### config.mk
export PLATFORM = sky130hd
export DESIGN_NAME = limbus_nios_oci_dct_packer
export DESIGN_NICKNAME = d
export VERILOG_FILES = /design/src/rtl/limbus_nios_oci_pkg.sv /design/src/rtl/limbus_nios_oci_dct_idle_timer.sv /design/src/rtl/limbus_nios_oci_dct_packer.sv
export SDC_FILE = /design/constraint.sdc
export NUM_CORES = 1
export LEC_CHECK = 0
export ABC_AREA = 1
export CAP_MARGIN = 25
export CORE_MARGIN = 4
export CORE_UTILIZATION = 35
export CTS_CLUSTER_DIAMETER = 30
export DETAILED_ROUTE_END_ITERATION = 8
export PLACE_DENSITY_LB_ADDON = 0.08
export SLEW_MARGIN = 20
export SYNTH_ARGS = -nofsm -noshare
export SYNTH_HDL_FRONTEND = slang
export SYNTH_SLANG_ARGS = --single-unit
### constraint.sdc
create_clock -name clk -period 2.6 [get_ports clk]
set_input_delay 0.39 -clock clk [delete_from_list [all_inputs] [get_ports clk]]
set_output_delay 0.39 -clock clk [all_outputs]
set_load 0.1 [all_outputs]
### src/rtl/limbus_nios_oci_pkg.sv
// Shared constants and state encoding for the Nios OCI trace-capture path.
package limbus_nios_oci_pkg;
  localparam int unsigned DCT_BUF_W = 30;
  localparam int unsigned DCT_CNT_W = 4;
  localparam int unsigned DCT_SLOTS = 10;

  typedef enum logic [1:0] {
    RUN,
    DRAIN,
    DONE
  } state_t;
endpackage

### src/rtl/limbus_nios_oci_dct_idle_timer.sv
// Counts idle cycles while the accumulator holds atoms; pulses expire on the LIMIT-th one.
module limbus_nios_oci_dct_idle_timer #(
  parameter int unsigned LIMIT = 64
) (
  input  logic clk,
  input  logic reset,
  input  logic clear,
  input  logic count,
  output logic expire
);
  localparam int unsigned CW = (LIMIT > 1) ? $clog2(LIMIT) : 1;
  localparam logic [CW-1:0] LAST = (LIMIT > 0) ? CW'(LIMIT - 1) : '0;

  logic [CW-1:0] cnt;

  // LIMIT of 0 disables the timeout altogether.
  assign expire = (LIMIT != 0) && count && (cnt == LAST);

  always_ff @(posedge clk) begin
    if (reset || clear || expire) begin
      cnt <= '0;
    end else if (count) begin
      cnt <= cnt + CW'(1);
    end
  end
endmodule

### src/rtl/limbus_nios_oci_dct_packer.sv
// Packs 3-bit trace atoms LSB-first into 30-bit frames for the OCI trace sink,
// and sequences the end-of-test flush.
module limbus_nios_oci_dct_packer
  import limbus_nios_oci_pkg::*;
#(
  parameter int unsigned ATOM_W     = 3,
  parameter int unsigned SLOTS      = DCT_SLOTS,
  parameter int unsigned IDLE_FLUSH = 64
) (
  input  logic                 clk,
  input  logic                 reset,
  input  logic                 atom_valid,
  input  logic [ATOM_W-1:0]    atom_data,
  output logic                 atom_ready,
  input  logic                 test_ending,
  output logic [DCT_BUF_W-1:0] dct_buffer,
  output logic [DCT_CNT_W-1:0] dct_count,
  output logic                 dct_valid,
  input  logic                 dct_ready,
  output logic                 test_has_ended
);
  localparam logic [DCT_CNT_W-1:0] FULL = DCT_CNT_W'(SLOTS);

  state_t               state;
  logic [DCT_BUF_W-1:0] acc_buf;
  logic [DCT_BUF_W-1:0] frame_buf;
  logic [DCT_CNT_W-1:0] acc_cnt;
  logic [DCT_CNT_W-1:0] frame_cnt;
  logic                 flush_pend;
  logic                 out_free;
  logic                 acc_full;
  logic                 accept;
  logic                 want_xfer;
  logic                 transfer;
  logic                 expire;
  logic                 idle_inc;
  logic                 idle_clr;

  // frame_buf/frame_cnt is the accumulator including this cycle's atom, so a
  // 10th atom can load the output register on the same edge it is accepted.
  // A full accumulator stalled behind the sink is frame_buf unchanged; an atom
  // arriving as it drains goes to slot 0 of the fresh accumulator instead.
  always_comb begin
    out_free   = !dct_valid || dct_ready;
    acc_full   = (acc_cnt == FULL);
    atom_ready = !reset && (state == RUN) && (!acc_full || out_free);
    accept     = atom_valid && atom_ready;
    frame_buf  = acc_buf;
    frame_cnt  = acc_cnt;
    if (!acc_full && accept) begin
      for (int unsigned k = 0; k < SLOTS; k++) begin
        if (DCT_CNT_W'(k) == acc_cnt) begin
          frame_buf[k*ATOM_W +: ATOM_W] = atom_data;
        end
      end
      frame_cnt = acc_cnt + DCT_CNT_W'(1);
    end
    want_xfer = (frame_cnt == FULL) ||
                ((frame_cnt != '0) && (flush_pend || expire || (state == DRAIN)));
    transfer  = out_free && want_xfer;
    idle_inc  = (acc_cnt != '0) && !accept;
    idle_clr  = accept || transfer;
  end

  limbus_nios_oci_dct_idle_timer #(
    .LIMIT(IDLE_FLUSH)
  ) u_idle_timer (
    .clk   (clk),
    .reset (reset),
    .clear (idle_clr),
    .count (idle_inc),
    .expire(expire)
  );

  always_ff @(posedge clk) begin
    if (reset) begin
      state          <= RUN;
      acc_buf        <= '0;
      acc_cnt        <= '0;
      flush_pend     <= 1'b0;
      dct_buffer     <= '0;
      dct_count      <= '0;
      dct_valid      <= 1'b0;
      test_has_ended <= 1'b0;
    end else begin
      if (transfer) begin
        dct_buffer <= frame_buf;
        dct_count  <= frame_cnt;
        dct_valid  <= 1'b1;
        flush_pend <= 1'b0;
        if (acc_full && accept) begin
          acc_buf <= DCT_BUF_W'(atom_data);
          acc_cnt <= DCT_CNT_W'(1);
        end else begin
          acc_buf <= '0;
          acc_cnt <= '0;
        end
      end else begin
        if (dct_ready) begin
          dct_valid <= 1'b0;
        end
        acc_buf <= frame_buf;
        acc_cnt <= frame_cnt;
        if (expire) begin
          flush_pend <= 1'b1;
        end
      end

      case (state)
        RUN: begin
          if (test_ending) begin
            state <= DRAIN;
          end
        end
        DRAIN: begin
          if ((acc_cnt == '0) && out_free) begin
            state          <= DONE;
            test_has_ended <= 1'b1;
          end
        end
        default: begin
        end
      endcase
    end
  end
endmodule
==> results of run 1 <==
==> worst min-delay path, delay by kind of cell, from the launching register on <==
| family | cells | cell delay, ns |
|---|---|---|
| DFF | 1 | 0.34 |
| and+or+nand+nor | 2 | 0.11 |
==> metal layers <==
layer / global-route usage [%] / wire, um
met4: 5.61 / 118
met1: 19.8 / 4010
met5: 0 / 0
met3: 2.78 / 316
met2: 23.6 / 3600
==> state kept, by name, indices dropped and copies added (netlist names) <==
| register | count |
|---|---|
| u_idle_timer.cnt | 6 |
| state | 2 |
| dct_valid | 1 |
| dct_count | 4 |
| flush_pend | 1 |
| acc_cnt | 4 |
| test_has_ended | 1 |
| dct_buffer | 30 |
| acc_buf | 30 |
==> area by class of cell <==
class	count	area (um2)
fillers	1033	5510
multi-input cells	326	1670
clock inverters	6	92.6
repair buffers	59	523
well taps	133	166
clock buffers	10	128
flip-flops and latches	79	1580
inverters	52	195
==> cells by family after synthesis <==
logic type	Yosys count
fa+ha+maj	5
buf+inv	73
flops	79
mux	1
xor+xnor	6
simple gates	245
compound gates	69
==> through the flow <==
stage          total power [uW]  area [um2]
2_1_floorplan              1920        3590
3_3_place_gp               2090        4140
3_5_place_dp               2100        4140
4_1_cts                    3120        4360
5_1_grt                    3230        4360
6_report                   3080        4360
==> report_power, final <==
part / leakage, uW / internal [uW] / switching, uW
Combinational: 0.00105 / 202 / 557
Sequential: 0.000640 / 1270 / 34.6
Clock: 0.000103 / 546 / 473
==> path summary, 6_finish.rpt <==
kind | from | endpoint | slack, ns | cells after the start
worst max-delay path | acc_cnt[0]$_SDFF_PP0_ | u_idle_timer.cnt[5]$_SDFFE_PP0P_ | 0.21 | 15
worst min-delay path | test_has_ended$_SDFFE_PP0P_ | test_has_ended$_SDFFE_PP0P_ | 0.47 | 2
worst max register to register | acc_cnt[0]$_SDFF_PP0_ | u_idle_timer.cnt[5]$_SDFFE_PP0P_ | 0.21 | 15
worst min register to register | test_has_ended$_SDFFE_PP0P_ | test_has_ended$_SDFFE_PP0P_ | 0.47 | 2
==> Yosys cell counts, types with 2 or more instances <==
library cell,instances,area (um2)
sky130_fd_sc_hd__a21oi_1,25,125
sky130_fd_sc_hd__a21oi_2,19,166
sky130_fd_sc_hd__buf_1,3,11.3
sky130_fd_sc_hd__buf_2,6,30.0
sky130_fd_sc_hd__buf_6,4,45.0
sky130_fd_sc_hd__buf_8,2,30.0
sky130_fd_sc_hd__clkbuf_1,6,22.5
sky130_fd_sc_hd__clkinv_1,3,11.3
sky130_fd_sc_hd__dfxtp_1,79,1580
sky130_fd_sc_hd__ha_1,5,62.6
sky130_fd_sc_hd__inv_1,47,176
sky130_fd_sc_hd__inv_2,2,7.51
sky130_fd_sc_hd__nand2_1,74,278
sky130_fd_sc_hd__nand2_2,3,18.8
sky130_fd_sc_hd__nand2_4,3,33.8
sky130_fd_sc_hd__nand3_1,49,245
sky130_fd_sc_hd__nand3_2,2,20.0
sky130_fd_sc_hd__nand3b_1,5,37.5
sky130_fd_sc_hd__nand4_1,5,31.3
sky130_fd_sc_hd__nor2_1,85,319
sky130_fd_sc_hd__nor2_2,12,75.1
sky130_fd_sc_hd__nor2_4,2,22.5
sky130_fd_sc_hd__nor3_1,3,15.0
sky130_fd_sc_hd__o21ai_0,24,120
sky130_fd_sc_hd__xnor2_1,3,26.3
sky130_fd_sc_hd__xor2_1,3,26.3
==> out/metrics.cfg, run 1 <==
[worst_setup_path]
critPathMostFrequentCell = sky130_fd_sc_hd__nand2_4
cp_top_family = simple AND/OR/NAND/NOR gates
setup.worst_path.end_class = register
setup.worst_path.start_class = register
critical_path_arrival_ns = 2.66
critical-path-max-stage-delay_ns = 0.37
slowest_stage = sky130_fd_sc_hd__dfxtp_1
path_buf_inv = 1
path_class = register to register
path_max_fanout = 6
crit_path_cell_trace = inv_1 > ha_1 > nand3_4 > nor2_2 > nor2_4 > nand2_4 > nand2_1 > nand2_2 > nor2_4 > nand2_1 > nand2_2 > nand2_4 > nand2_4 > nand3b_1 > nor2_1
worst-endpoint-required_ns = 2.87

[clocking]
worst_setup_hold_path_clk_slew_ns = 0.09
worstSkewPairLatency_ns = 0.35
cts-resized-gates = 0
htree_num_levels = 3
max_root_sink_buffers = 2
ctsHoldBuffers = 0
tritoncts_num_sinks = 79
cts_root_buffer = sky130_fd_sc_hd__clkbuf_8
cts_inserted_buffers = 9
tritoncts = yes
post-cts-setup-buffer-count = 0

[cells_and_area]
layout_common_cells = sky130_fd_sc_hd__nor2_1 (85), sky130_fd_sc_hd__dfxtp_1 (78), sky130_fd_sc_hd__nand2_1 (73)
layout_commonest_cell = sky130_fd_sc_hd__nor2_1
drive_gt1_share_pct = 21.6
final_standard_cell_count_with_taps_included_and_fillers_excluded = 665
antenna-diode-count = 0
finish.net_count = 540
final_core_util_pct = 44.2
area_growth_pct = 21.6

[drt]
dr_total_vias = 3084
postRouteWirelength_um = 8050
post-route-drc-count = 0
vias_per_cell = 4.64
final_antenna_net_count = 0
dr.first_iter.drc_count = 145
wire_per_inst_um = 12.1
drt_pre_antenna_iters = 4

[global_routing]
grt_use_total_pct = 14.8
overflow_left_after_global_routing = 0
grt_pass1_wl_um = 14000
initial_antenna_violation_count = 0
grt_start_max_net_pins = 69
grt_pass1_vias = 2964

[sta]
slew_violations = 0
skew_ns = 0.0148
slack_of_the_critical_path_ns = 0.210
max_freq_mhz = 418
setup-violations-final = 0
finalHoldWorstSlack_ns = 0.475
setup-tns-final_ns = 0
slew_headroom_pct = 44.7
worst_slew_pin_slew_ns = 0.829
timing.final.crit_share_pct = 91.9
rsz0062_at_grt = false
final_period_minus_worst_setup_slack_ns = 2.39
final_hold_viol_count = 0

[place]
detailedPlace.worstSlack_ns = 0.116
routabilityCongestion = 0.857
placed_cells = 649
place.port_buffers = 44
dpl.hpwl_um = 5490

[floorplan]
io-pin-count = 45
dieWidth_um = 109
initial_core_util_pct = 36.3
die_h_um = 109
floorplan.die_area_um2 = 11900
core_region_area_um2 = 9860
std_cell_rows = 36

[logic_synthesis]
synth-warning-count = 0
synth_top_family_by_area = simple AND/OR/NAND/NOR gates
synth-compound-area-share_pct = 11.6
post_synth_fa_ha_maj_area_fraction_pct = 1.75
syn_area_um2 = 3580
yosys_register_bits = 79
postSynthAreaPerCell_um2 = 7.50
synth_fp_nets = 491
async_reset_ff_share_pct = 0
post_synth_mux_area_share_pct = 0.314
synth-simple-area-share_pct = 31.4
primary_flip_flop_cell_chosen_by_synthesis_mapping = sky130_fd_sc_hd__dfxtp_1
synth.lib_cells_used.distinct = 30
post_synth_xor_area_fraction_pct = 1.47
synthesis.instances = 478
yosysSeqAreaShare_pct = 44.1
synth_edf_count = 0

[min_path]
hold_class = register to register

[power_and_ir_drop]
power_per_cell_area_nw_per_um2 = 707
worst_ir_drop_vdd_uv = 313
leakage_uw = 0.00179

[run]
drv.max_cap_violation_count = 0

[status]
status = finished clean

No activity file was read; power rests on OpenSTA's default activity.
==> inputs of run 2 (changes only) <==
CORE_UTILIZATION = 30   (was 35)
SYNTH_HIERARCHICAL = 1   (was default)
==> run 2 against run 1 <==
Synthesized area fell by 5.4%. Hold slack got worse by 0.013 ns. Clock power rose by 30%. Routed wire length rose by 4.8%. Non-clock buffer count rose by 10. Fmax rose by 2.3%. Critical path type unchanged. Largest cell class is now registers.
==> out/metrics.cfg, run 2 <==
[sta]
timing.final.crit_share_pct = 89.8
final_hold_viol_count = 0
rsz0062_at_grt = false
finalHoldWorstSlack_ns = 0.461
final_period_minus_worst_setup_slack_ns = 2.34
skew_ns = 0.00508
setup-violations-final = 0
worst_slew_pin_slew_ns = 0.508
setup-tns-final_ns = 0
slew_headroom_pct = 66.1
slew_violations = 0
max_freq_mhz = 428

[cells_and_area]
area_growth_pct = 28.1
finish.net_count = 520
final_core_util_pct = 39.7
antenna-diode-count = 0
largestRegisters = acc_buf (30), dct_buffer (30), u_idle_timer/cnt (6)
drive_gt1_share_pct = 21.1
finish.instance_area_um2 = 4340
layout_common_cells = sky130_fd_sc_hd__nand2_1 (79), sky130_fd_sc_hd__dfxtp_1 (77), sky130_fd_sc_hd__nor2_1 (59), sky130_fd_sc_hd__buf_4 (59), sky130_fd_sc_hd__nand3_1 (48)
layout_commonest_cell = sky130_fd_sc_hd__nand2_1
layout.filler_cells = 1190

[logic_synthesis]
synthesis.instances = 450
yosysSeqAreaShare_pct = 46.7
postSynthAreaPerCell_um2 = 7.53
yosysTopAreaCell = sky130_fd_sc_hd__dfxtp_1
synth_top_area_share_pct = 46.7
yosysMostFrequentCell = sky130_fd_sc_hd__nand2_1
synth_fp_nets = 463
synth.lib_cells_used.distinct = 23
async_reset_ff_share_pct = 0
synthTopCellsByArea = sky130_fd_sc_hd__dfxtp_1 (47%), sky130_fd_sc_hd__nand2_1 (9.0%), sky130_fd_sc_hd__nand3_1 (7.4%), sky130_fd_sc_hd__a21oi_1 (6.8%), sky130_fd_sc_hd__nor2_1 (6.6%)
synth_edf_count = 0
synth-warning-count = 6
yosys_register_bits = 79
syn_area_um2 = 3390
primary_flip_flop_cell_chosen_by_synthesis_mapping = sky130_fd_sc_hd__dfxtp_1
synth_top_cells_by_count = sky130_fd_sc_hd__nand2_1 (81), sky130_fd_sc_hd__dfxtp_1 (79), sky130_fd_sc_hd__nor2_1 (60)

[floorplan]
io-pin-count = 45
floorplan.die_area_um2 = 13100
core_region_area_um2 = 10900
dieWidth_um = 114
die_h_um = 114
std_cell_rows = 38
initial_core_util_pct = 31.0

[place]
routabilityCongestion = 0.823
dpl.hpwl_um = 6040
place.port_buffers = 44
dp_area_um2 = 4030

[worst_setup_path]
path_class = register to register
critical-path-max-stage-delay_ns = 0.44
crit_path_cell_trace = ha_4 > nand3_4 > nor2_4 > nor2_4 > buf_4 > nand4_1 > nand2_1 > nor2_1 > nand3_1 > nand2_4 > buf_4 > nand3_1 > a21oi_1
slowest_stage = sky130_fd_sc_hd__dfxtp_1
path_max_fanout = 19
setup.worst_path.end_class = register
critical_path_arrival_ns = 2.60
worst-endpoint-required_ns = 2.86
setup.worst_path.start_class = register

[clocking]
cts_inserted_buffers = 9
tritoncts_num_sinks = 79
ctsHoldBuffers = 0
worst_setup_hold_path_clk_slew_ns = 0.06
max_root_sink_buffers = 2
worstSkewPairLatency_ns = 0.33
tritoncts = yes
htree_num_levels = 3
post-cts-setup-buffer-count = 0
cts-resized-gates = 0
cts_root_buffer = sky130_fd_sc_hd__clkbuf_16

[drt]
final_antenna_net_count = 0
wire_per_inst_um = 12.9
dr.first_iter.drc_count = 131
postRouteWirelength_um = 8440
drt_pre_antenna_iters = 4
dr_total_vias = 2948
vias_per_cell = 4.52
post-route-drc-count = 0

[global_routing]
globalRoute.busiestLayer = met2
grt_use_total_pct = 13.9
grt_pass1_wl_um = 14400
globalRouteMet3Util_pct = 3.38
global_route.usage.met2_pct = 23.3
initial_antenna_violation_count = 0
grt_start_max_net_pins = 43
grt_pass1_vias = 2863
use_met1_pct = 17.5
overflow_left_after_global_routing = 0

[power_and_ir_drop]
leakage_uw = 0.00171
worst_ir_drop_vdd_uv = 267
power_per_cell_area_nw_per_um2 = 687

[status]
status = finished clean

[min_path]
hold_class = register to register

[run]
drv.max_cap_violation_count = 0

[run 2: critical path, delay by kind of cell, from the launching register on]
| family | cells | cell delay, ns |
|---|---|---|
| and+or+nand+nor | 9 | 1.04 |
| adders and majority gates | 1 | 0.21 |
| buffers and inverters | 2 | 0.40 |
| AOI/OAI and AO/OA | 1 | 0.17 |
| DFF | 1 | 0.44 |
[run 2: cell families (layout without fill, tap and decap cells)]
logic type	count (synthesis)	in the layout	synth area share (%)
AND/OR/NAND/NOR	218	218	29.2
flip-flops	79	79	46.7
AO/OA/AOI/OAI	76	76	11.4
buffers and inverters	68	130	9.78
adder cells (fa/ha/maj)	5	5	1.85
XOR/XNOR	4	4	1.03
[run 2: area by class of cell]
cell class	instances	area, um2	share of cell area (%)
flip-flops and latches	79	1590	36.5
multi-input cells	303	1520	35.1
well taps	140	175	4.03
repair buffers	69	573	13.2
clock inverters	6	85.1	1.96
clock buffers	10	229	5.27
inverters	45	169	3.89
[run 2: layer usage]
layer  wire [um]  part of all wire, %
met1        4060                   48
met2        4000                   47
met3         312                  3.7
met4          69                 0.82
met5           0                    0
[run 2: worst paths after layout]
kind                            cells after the start                          end  slack (ns)                 startpoint
worst max register to register                     13  dct_buffer[29]$_SDFFE_PP0P_        0.26      acc_cnt[1]$_SDFF_PP0_
worst max-delay path                               13  dct_buffer[29]$_SDFFE_PP0P_        0.26      acc_cnt[1]$_SDFF_PP0_
worst min-delay path                                2    dct_count[2]$_SDFFE_PP0P_        0.46  dct_count[2]$_SDFFE_PP0P_
worst min register to register                      2    dct_count[2]$_SDFFE_PP0P_        0.46  dct_count[2]$_SDFFE_PP0P_
[run 2: report_power, final]
group | internal [uW] | switching [uW] | total [uW]
clock | 837 | 495 | 1330
combinational | 121 | 276 | 397
sequential | 1240 | 16.2 | 1250
total | 2200 | 787 | 2980
[run 2: stage by stage]
step	setup slack, ns	power, uW	cells
finish	0.264	2980	652
global route	0.0253	3120	652
floorplan	-0.150	1570	450
detailed placement	-0.0281	1680	636
global placement	-0.0148	1680	636
CTS	0.229	3030	652
